File: src/rtl/restoring_divider_ctrl.sv
// Sequential unsigned restoring divider: one shift plus one ripple-borrow trial subtraction per clock.
// Optional build macro DIVZERO_ERR_EN: divide-by-zero short-circuits to DONE and raises err.
module restoring_divider_ctrl #(
   parameter int WIDTH = 4
) (
   input  logic             clk,
   input  logic             rst,
   input  logic             start,
   input  logic [WIDTH-1:0] dividend,
   input  logic [WIDTH-1:0] divisor,
   output logic             busy,
   output logic             done,
   output logic [WIDTH-1:0] q,
   output logic [WIDTH-1:0] r,
   output logic             err
);

   localparam int CW = $clog2(WIDTH + 1);
   localparam logic [CW-1:0] LAST_STEP = CW'(WIDTH - 1);

   typedef enum logic [1:0] {IDLE, RUN, DONE} state_t;

   state_t           state;
   logic [WIDTH:0]   rem_reg;
   logic [WIDTH-1:0] quo_reg;
   logic [WIDTH-1:0] div_reg;
   logic [CW-1:0]    cnt_reg;

   // Shifted partial remainder and the WIDTH+1-bit ripple-borrow trial subtraction.
   logic [WIDTH:0]   shifted;
   logic [WIDTH:0]   sub_b;
   logic [WIDTH:0]   trial;
   logic [WIDTH+1:0] borrow;
   logic [WIDTH:0]   rem_next;
   logic [WIDTH-1:0] quo_next;

   assign shifted   = {rem_reg[WIDTH-1:0], quo_reg[WIDTH-1]};
   assign sub_b     = {1'b0, div_reg};
   assign borrow[0] = 1'b0;

   generate
      for (genvar gi = 0; gi <= WIDTH; gi++) begin : g_borrow
         assign trial[gi]      = shifted[gi] ^ sub_b[gi] ^ borrow[gi];
         assign borrow[gi + 1] = (~shifted[gi] & sub_b[gi]) |
                                 (~(shifted[gi] ^ sub_b[gi]) & borrow[gi]);
      end
   endgenerate

   assign rem_next = borrow[WIDTH+1] ? shifted : trial;
   assign quo_next = {quo_reg[WIDTH-2:0], ~borrow[WIDTH+1]};

`ifdef DIVZERO_ERR_EN
   logic divz_reg;
`else
   assign err = 1'b0;
`endif

   always_ff @(posedge clk or posedge rst) begin
      if (rst) begin
         state   <= IDLE;
         busy    <= 1'b0;
         done    <= 1'b0;
         q       <= '0;
         r       <= '0;
         rem_reg <= '0;
         quo_reg <= '0;
         div_reg <= '0;
         cnt_reg <= '0;
`ifdef DIVZERO_ERR_EN
         err      <= 1'b0;
         divz_reg <= 1'b0;
`endif
      end else begin
         done <= 1'b0;
         case (state)
            IDLE, DONE: begin
               if (start) begin
                  rem_reg <= '0;
                  quo_reg <= dividend;
                  div_reg <= divisor;
                  cnt_reg <= '0;
                  busy    <= 1'b1;
                  state   <= RUN;
`ifdef DIVZERO_ERR_EN
                  divz_reg <= (divisor == '0);
                  if (divisor != '0) err <= 1'b0;
`endif
               end else begin
                  state <= IDLE;
               end
            end
            RUN: begin
`ifdef DIVZERO_ERR_EN
               // Zero divisor: dividend is still untouched in quo_reg, report it directly.
               if (divz_reg) begin
                  q        <= '1;
                  r        <= quo_reg;
                  err      <= 1'b1;
                  divz_reg <= 1'b0;
                  busy     <= 1'b0;
                  done     <= 1'b1;
                  state    <= DONE;
               end else
`endif
               begin
                  rem_reg <= rem_next;
                  quo_reg <= quo_next;
                  cnt_reg <= cnt_reg + 1'b1;
                  if (cnt_reg == LAST_STEP) begin
                     q     <= quo_next;
                     r     <= rem_next[WIDTH-1:0];
                     busy  <= 1'b0;
                     done  <= 1'b1;
                     state <= DONE;
                  end
               end
            end
            default: state <= IDLE;
         endcase
      end
   end

endmodule

File: config.mk
export PLATFORM = sky130hd
export DESIGN_NAME = restoring_divider_ctrl
export DESIGN_NICKNAME = d
export VERILOG_FILES = /design/src/rtl/restoring_divider_ctrl.sv
export SDC_FILE = /design/constraint.sdc
export NUM_CORES = 1
export LEC_CHECK = 0
export ABC_AREA = 1
export CORE_MARGIN = 4
export CORE_UTILIZATION = 30
export CTS_CLUSTER_SIZE = 10
export DETAILED_ROUTE_END_ITERATION = 8
export SYNTH_ARGS = -nofsm -noshare
export SYNTH_HDL_FRONTEND = slang
export SYNTH_SLANG_ARGS = --single-unit
File: constraint.sdc
create_clock -name clk -period 2.3 [get_ports clk]
set_input_delay 0.345 -clock clk [delete_from_list [all_inputs] [get_ports clk]]
set_output_delay 0.345 -clock clk [all_outputs]
set_load 0.03 [all_outputs]
==> results of run 1 <==
## cell families after synthesis
| family | Yosys count | synth area share (%) |
|---|---|---|
| flip-flops | 27 | 52.6 |
| AO/OA/AOI/OAI | 8 | 3.99 |
| buffers and inverters | 26 | 8.47 |
| adder cells (fa/ha/maj) | 6 | 7.60 |
| AND/OR/NAND/NOR | 80 | 27.1 |
| other | 1 | 0.292 |
## worst min-delay path, stage by stage
cell             delay, ns
clkdlybuf4s50_1       0.40
inv_1                 0.05
buf_4                 0.32
## layout make-up
type | instances | share of cell area [%]
Sequential cell | 27 | 42.4
Multi-Input combinational cell | 95 | 31.7
Timing Repair Buffer | 22 | 13.5
Inverter | 24 | 5.65
Tap cell | 50 | 3.92
Clock buffer | 4 | 2.83
## worst paths after layout
path / to / cells after the start
max: r[3] / 10
min: busy / 3
max reg2reg: r[3] / 10
min reg2reg: busy / 2
max in group asynchronous: r[0] / 3
min in group clk: busy / 2
## power breakdown
part           switching, mW  internal [mW]  total [mW]  leakage [nW]
registers              0.133          0.712       0.846         0.328
clock network          0.141          0.124       0.265        0.0228
logic                  0.847          0.524        1.37         0.469
## cells in the mapped netlist
master,n
nand2_2,4
nand3_1,20
o21ai_0,4
ha_1,3
nor2_2,1
buf_4,1
buf_6,1
dfrtp_1,27
a21oi_1,1
inv_1,21
inv_2,3
nor2_4,1
nand2_1,51
conb_1,1
nor2_1,2
o21ai_2,3
fa_1,3
or2_2,1
## what timing repair did
action | in CTS | in global routing
hold endpoints to repair | 0 | 0
setup buffers | 0 | 1
setup endpoints to repair | 0 | 10
gates resized for setup | 0 | 2
## metal layers
metal	vias to the layer above	GRT usage (%)
li1	499	-
met1	436	14.0
met2	20	15.1
met3	4	2.05
met4	0	4.23
met5	-	0
==> results.yml, run 1 <==
outcome:
  status: "finished clean"
clock_network:
  clock_latency_ns: 0.27
  h-tree-depth: 1
  cts_sinks: 27
  cts_root_buf: "clkbuf_8"
  cts-hold-fix-buffers: 0
  clockBufferDepth: 2
  cts_tree: "yes"
  cts.clk_slew.worst_paths_ns: 0.09
  numCtsBuffers: 3
sta:
  rsz0062_at_grt: "false"
  hold_slack_ns: 0.430
  setup_tns_ns: 0
  worst_slack_ns: 0.133
  fmax_mhz: 461
  finalMaxSlewViolations: 0
  finalSetupViolCount: 0
  finalCritPeriodShare_pct: 94.2
  finalCriticalPeriod_ns: 2.17
  finalHoldViolCount: 0
  clock_skew_ns: 0.00229
yosys:
  ys_warn_count: 0
  synth_top_cells_by_area: "dfrtp_1, nand2_1, nand3_1"
  post-synth-top-area-cell: "dfrtp_1"
  syn_inst: 148
  netlist_area_um2: 1280
  synth_cell_types: 18
  synth.avg_cell_area_um2: 8.68
  syn_nets: 165
  synth_top_area_share_pct: 52.6
  yosysSeqAreaShare_pct: 52.6
  synth_seq_cells: 27
global_route:
  grt_max_degree: 28
  overflow: 0
  grt_pass1_vias: 941
  antenna_found_initial: 0
  grtUsageTotal_pct: 10.0
  grt_pass1_wl_mm: 4.21
layout:
  final_cells: 222
  mostFrequentLayoutCell: "nand2_1"
  syn_to_final_growth_pct: 24.1
  seqCellArea_um2: 676
  final_cell_mix: "nand2_1, dfrtp_1, inv_1, nand3_1, clkdlybuf4s50_1"
  multiInputGateArea_um2: 505
  fin_util_pct: 39.3
  fillCellCount: 431
  design_area_um2: 1590
  drive_above_1_share_pct: 11.6
  num_antenna_cells: 0
  fin_nets: 190
die:
  initial_utilization_pct: 31.7
  io_pins: 22
  coreArea_um2: 4060
  die_area_um2: 5390
  rows: 23
  die_w_um: 73.4
  die_h_um: 73.4
place:
  place_inst: 217
  gp_congestion: 0.783
  dp_hpwl_mm: 1.81
  dpl_cell_area_um2: 1540
  place_ws_ns: 0.0866
  numPortBuffers: 20
hold_path:
  hold_class: "in2async"
detailed_routing:
  viasPerCell: 4.32
  dr_wl_met2_um: 952
  drc: 0
  drtIter0Drc: 50
  top_layer: "met4"
  routed_wl_mm: 2.38
  drtPass1Iterations: 4
  wl_met1_mm: 1.27
  wl_met3_um: 128
  wl_per_cell_um: 10.7
  drtAntennaViolNets: 0
  vias: 959
critical_path:
  r2r-start: "quo_reg[3]"
  cp-end-kind: "flop"
  r2r_slack_ns: 0.13
  path_buf_inv: 3
  crit_family: "adder cells"
  critical_path.startpoint_type: "flop"
  path_common_cell: "inv_1"
  cp_max_fo: 2
  worstPathArrival_ns: 2.38
  max_stage_delay_ns: 0.41
  required_ns: 2.51
  path_class: "reg2reg"
  path_cells: "inv_1 -> ha_1 -> inv_1 -> fa_1 -> fa_2 -> inv_1 -> fa_1 -> nand2_1 -> nand3_1 -> nand2_1"
  cp-startpoint: "quo_reg[3]"
  cp_slowest_cell: "fa_1"
power_and_ir_drop:
  finalPower_mw: 2.48
  powerDensity_nw_per_um2: 1560
  power_leakage_nw: 0.820
  peakVddDrop_mv: 0.338
job:
  drv_cap: 0
No activity file was read; power rests on OpenSTA's default activity.
==> run 2: changes to the inputs <==
- CORE_ASPECT_RATIO: default -> 1.4
==> results.yml, run 2 (same netlist as run 1, synthesis figures left out) <==
clock_network:
  numCtsBuffers: 3
  ctsResizeCount: 0
  clock_latency_ns: 0.27
  cts_setup_buffers: 0
  cts_sinks: 27
  cts_tree: "yes"
  cts.clk_slew.worst_paths_ns: 0.09
  cts-hold-fix-buffers: 0
  h-tree-depth: 1
  clockBufferDepth: 2
  cts_root_buf: "clkbuf_8"
global_route:
  grtUsageTotal_pct: 9.68
  antenna_found_initial: 0
  grt_pass1_wl_mm: 4.20
  grt_max_degree: 28
  overflow: 0
  grt_pass1_vias: 961
detailed_routing:
  drtIter0Drc: 22
  routed_wl_mm: 2.41
  drtPass1Iterations: 4
  vias: 963
  viasPerCell: 4.50
  wl_per_cell_um: 11.3
  drc: 0
  drtAntennaViolNets: 0
critical_path:
  path_buf_inv: 3
  max_stage_delay_ns: 0.42
  required_ns: 2.51
  path_cells: "inv_1 -> ha_1 -> inv_1 -> fa_2 -> fa_2 -> inv_2 -> fa_2 -> nand2_1 -> nand3_1 -> nand2_1"
  cp_slowest_cell: "fa_2"
  worstPathArrival_ns: 2.33
  crit_family: "adder cells"
  critical_path.startpoint_type: "flop"
  path_class: "reg2reg"
  cp-end-kind: "flop"
  cp_max_fo: 2
  path_common_cell: "fa_2"
job:
  drv_cap: 0
sta:
  finalSetupViolCount: 0
  hold_slack_ns: 0.435
  finalMaxSlewViolations: 0
  clock_skew_ns: 0.00569
  fmax_mhz: 472
  finalCritPeriodShare_pct: 92.2
  worst_slack_ns: 0.179
  finalHoldViolCount: 0
  finalCriticalPeriod_ns: 2.12
  setup_tns_ns: 0
  rsz0062_at_grt: "false"
layout:
  fillCellCount: 416
  drive_above_1_share_pct: 12.9
  final_cells: 214
  multiInputGateArea_um2: 510
  fin_util_pct: 39.4
  design_area_um2: 1580
  fin_nets: 189
  final_cell_mix: "nand2_1, dfrtp_1, inv_1, nand3_1, clkdlybuf4s50_1"
  num_antenna_cells: 0
  mostFrequentLayoutCell: "nand2_1"
  syn_to_final_growth_pct: 23.2
  seqCellArea_um2: 676
place:
  dpl_cell_area_um2: 1530
  place_ws_ns: 0.0982
  place_inst: 210
  numPortBuffers: 20
  dp_hpwl_mm: 1.83
  gp_congestion: 0.847
power_and_ir_drop:
  power_leakage_nw: 0.812
  peakVddDrop_mv: 0.375
  internal_power_mw: 1.36
  p_comb_share_pct: 55.4
  power_switching_mw: 1.13
  powerDensity_nw_per_um2: 1570
  finalPower_mw: 2.49
  p_seq_share_pct: 33.9
  power.share.switching_pct: 45.5
  pwr-share-clk_pct: 10.6
die:
  die_w_um: 63.3
  coreArea_um2: 4020
  die_area_um2: 5410
  die_h_um: 85.4
  initial_utilization_pct: 32.0
  io_pins: 22
  rows: 27
hold_path:
  hold_class: "in2async"
outcome:
  status: "finished clean"
run 2: final cells by class:
type                            count  share of cell area [%]
Inverter                           24                    5.69
Clock buffer                        4                    2.85
Sequential cell                    27                    42.7
Multi-Input combinational cell     95                    32.3
Timing Repair Buffer               21                    13.1
Tap cell                           43                    3.40
run 2: worst reg2reg max path, delay by kind of cell (launching register included):
kind / cells / cell delay [ns]
flops: 1 / 0.38
buf+inv: 3 / 0.18
fa+ha+maj: 4 / 1.24
simple gates: 3 / 0.27
run 2: layer usage:
metal	track usage, %	share of wire, %	vias up	wire length [um]
li1	-	-	495	-
met1	11.4	45	446	1090
met3	1.59	3.9	4	94
met5	0	0	-	0
met4	4.13	1.9	0	46
met2	17.2	49	18	1190
run 2: power by group through the flow:
| stage | logic (mW) | registers (mW) | clock network (mW) |
|---|---|---|---|
| CTS | 1.36 | 0.847 | 0.270 |
| global placement | 1.33 | 0.853 | 0 |
| floorplan | 0.824 | 0.997 | 0 |
| detailed placement | 1.36 | 0.855 | 0 |
| finish | 1.38 | 0.846 | 0.265 |
| global route | 1.59 | 0.881 | 0.288 |
run 2: worst paths after layout:
path                       startpoint  cells past startpoint   end  slack, ns
min reg2reg                      busy                      2  busy       0.47
max                        quo_reg[3]                     10  r[3]       0.18
max in group asynchronous         rst                      3  q[3]       1.61
max reg2reg                quo_reg[3]                     10  r[3]       0.18
min                               rst                      3  r[1]       0.44
min in group clk                 busy                      2  busy       0.47
==> run 3: changes to the inputs <==
- CTS_BUF_LIST: default -> sky130_fd_sc_hd__clkbuf_4 sky130_fd_sc_hd__clkbuf_8
==> results.yml, run 3 (same netlist as run 1, synthesis figures left out) <==
clock_network:
  cts_tree: "yes"
  cts_root_buf: "clkbuf_8"
  clock_latency_ns: 0.27
  cts.clk_slew.worst_paths_ns: 0.09
  cts_setup_buffers: 0
  clockBufferDepth: 2
  numCtsBuffers: 3
  h-tree-depth: 1
  cts_sinks: 27
detailed_routing:
  vias: 962
  drtAntennaViolNets: 0
  wl_per_cell_um: 11.3
  drc: 0
  dr_wl_met2_mm: 1.19
  drtPass1Iterations: 4
  wl_met1_mm: 1.09
  viasPerCell: 4.50
  wl_met3_um: 94
  top_layer: "met4"
  routed_wl_mm: 2.42
  drtIter0Drc: 22
hold_path:
  hold_class: "in2async"
critical_path:
  path_common_cell: "fa_2"
  cp_max_fo: 2
  cp_slowest_cell: "fa_2"
  worstPathArrival_ns: 2.33
  cp-startpoint: "quo_reg[3]"
  path_cells: "inv_1 -> ha_1 -> inv_1 -> fa_2 -> fa_2 -> inv_2 -> fa_2 -> nand2_1 -> nand3_1 -> nand2_1"
  path_class: "reg2reg"
  reg2reg_to: "r[3]"
  cp-endpoint: "r[3]"
  required_ns: 2.51
  cp-end-kind: "flop"
  r2r-start: "quo_reg[3]"
  ff2ff_path_depth: 10
  max_stage_delay_ns: 0.42
  critical_path.startpoint_type: "flop"
  r2r_slack_ns: 0.18
global_route:
  grt_pass1_vias: 961
  grt_pass1_wl_mm: 4.20
  overflow: 0
  antenna_found_initial: 0
  grt_max_degree: 28
  grtUsageTotal_pct: 9.68
layout:
  mostFrequentLayoutCell: "nand2_1"
  drive_above_1_share_pct: 13.5
  fin_nets: 189
  final_cell_mix: "nand2_1, dfrtp_1, inv_1, nand3_1, clkdlybuf4s50_1"
  syn_to_final_growth_pct: 23.5
  num_antenna_cells: 0
place:
  numPortBuffers: 20
  dp_hpwl_mm: 1.83
  gp_congestion: 0.847
sta:
  hold_slack_ns: 0.436
  rsz0062_at_grt: "false"
  clock_skew_ns: 0.00575
  finalCriticalPeriod_ns: 2.12
  finalMaxSlewViolations: 0
  finalCritPeriodShare_pct: 92.2
  finalHoldViolCount: 0
  finalSetupViolCount: 0
  setup_tns_ns: 0
  fmax_mhz: 472
power_and_ir_drop:
  power_leakage_nw: 0.816
  powerDensity_nw_per_um2: 1580
  peakVddDrop_mv: 0.375
job:
  drv_cap: 0
die:
  rows: 27
  coreArea_um2: 4020
  die_w_um: 63.3
  initial_utilization_pct: 32.0
  io_pins: 22
  die_h_um: 85.4
  die_area_um2: 5410
outcome:
  status: "finished clean"
run 3: cell types whose count changed in the layout (fill, tap and decap cells not counted):
cell / before / now
clkbuf_1: 1 / 0
clkbuf_4: 0 / 1
run 3: what timing repair did:
item	CTS	global route
hold buffers	0	0
gates resized for setup	0	5
endpoints found under the setup margin	0	10
run 3: cell type report:
type,count,area [um^2]
fillers,414,2430
flip-flops and latches,27,676
multi-input cells,95,510
repair buffers,21,208
inverters,24,90.1
well taps,43,53.8
clock buffers,4,48.8
run 3: metal layers:
layer,GRT usage (%),up-vias
met5,0,-
met2,17.2,18
li1,-,495
met3,1.59,4
met1,11.4,445
met4,4.13,0
run 3: metrics by stage:
| step | std cells | cell area (um^2) | utilization [%] | setup slack (ns) | power, mW |
|---|---|---|---|---|---|
| floorplan | 148 | 1280 | - | 0.254 | 1.82 |
| global placement | 210 | 1530 | 38.0 | 0.164 | 2.18 |
| detailed placement | 210 | 1530 | 38.0 | 0.0982 | 2.22 |
| CTS | 214 | 1580 | 39.2 | 0.0797 | 2.49 |
| global route | 214 | 1590 | 39.5 | 0.0444 | 2.77 |
| finish | 214 | 1590 | 39.5 | 0.180 | 2.50 |
run 3: critical path: cells and delay by family (launching register included):
| kind | cells | cell delay, ns |
|---|---|---|
| and+or+nand+nor | 3 | 0.27 |
| adders and majority gates | 4 | 1.24 |
| buffers and inverters | 3 | 0.18 |
| DFF | 1 | 0.38 |
run 3: power by group:
group	total [mW]	internal [mW]	leakage, nW	switching (mW)
sequential	0.846	0.712	0.328	0.134
combinational	1.38	0.523	0.461	0.857
clock	0.277	0.136	0.0262	0.141
total	2.50	1.37	0.816	1.13
run 3: worst min path at each step:
stage | slack, ns | to | cells past startpoint | start
after floorplan | 0.40 | busy | 1 | rst
after global placement | 0.46 | busy | 2 | busy
after detailed placement | 0.46 | busy | 2 | busy
after CTS | 0.45 | r[3] | 3 | rst
after global routing | 0.49 | q[0] | 3 | rst
final | 0.44 | r[1] | 3 | rst
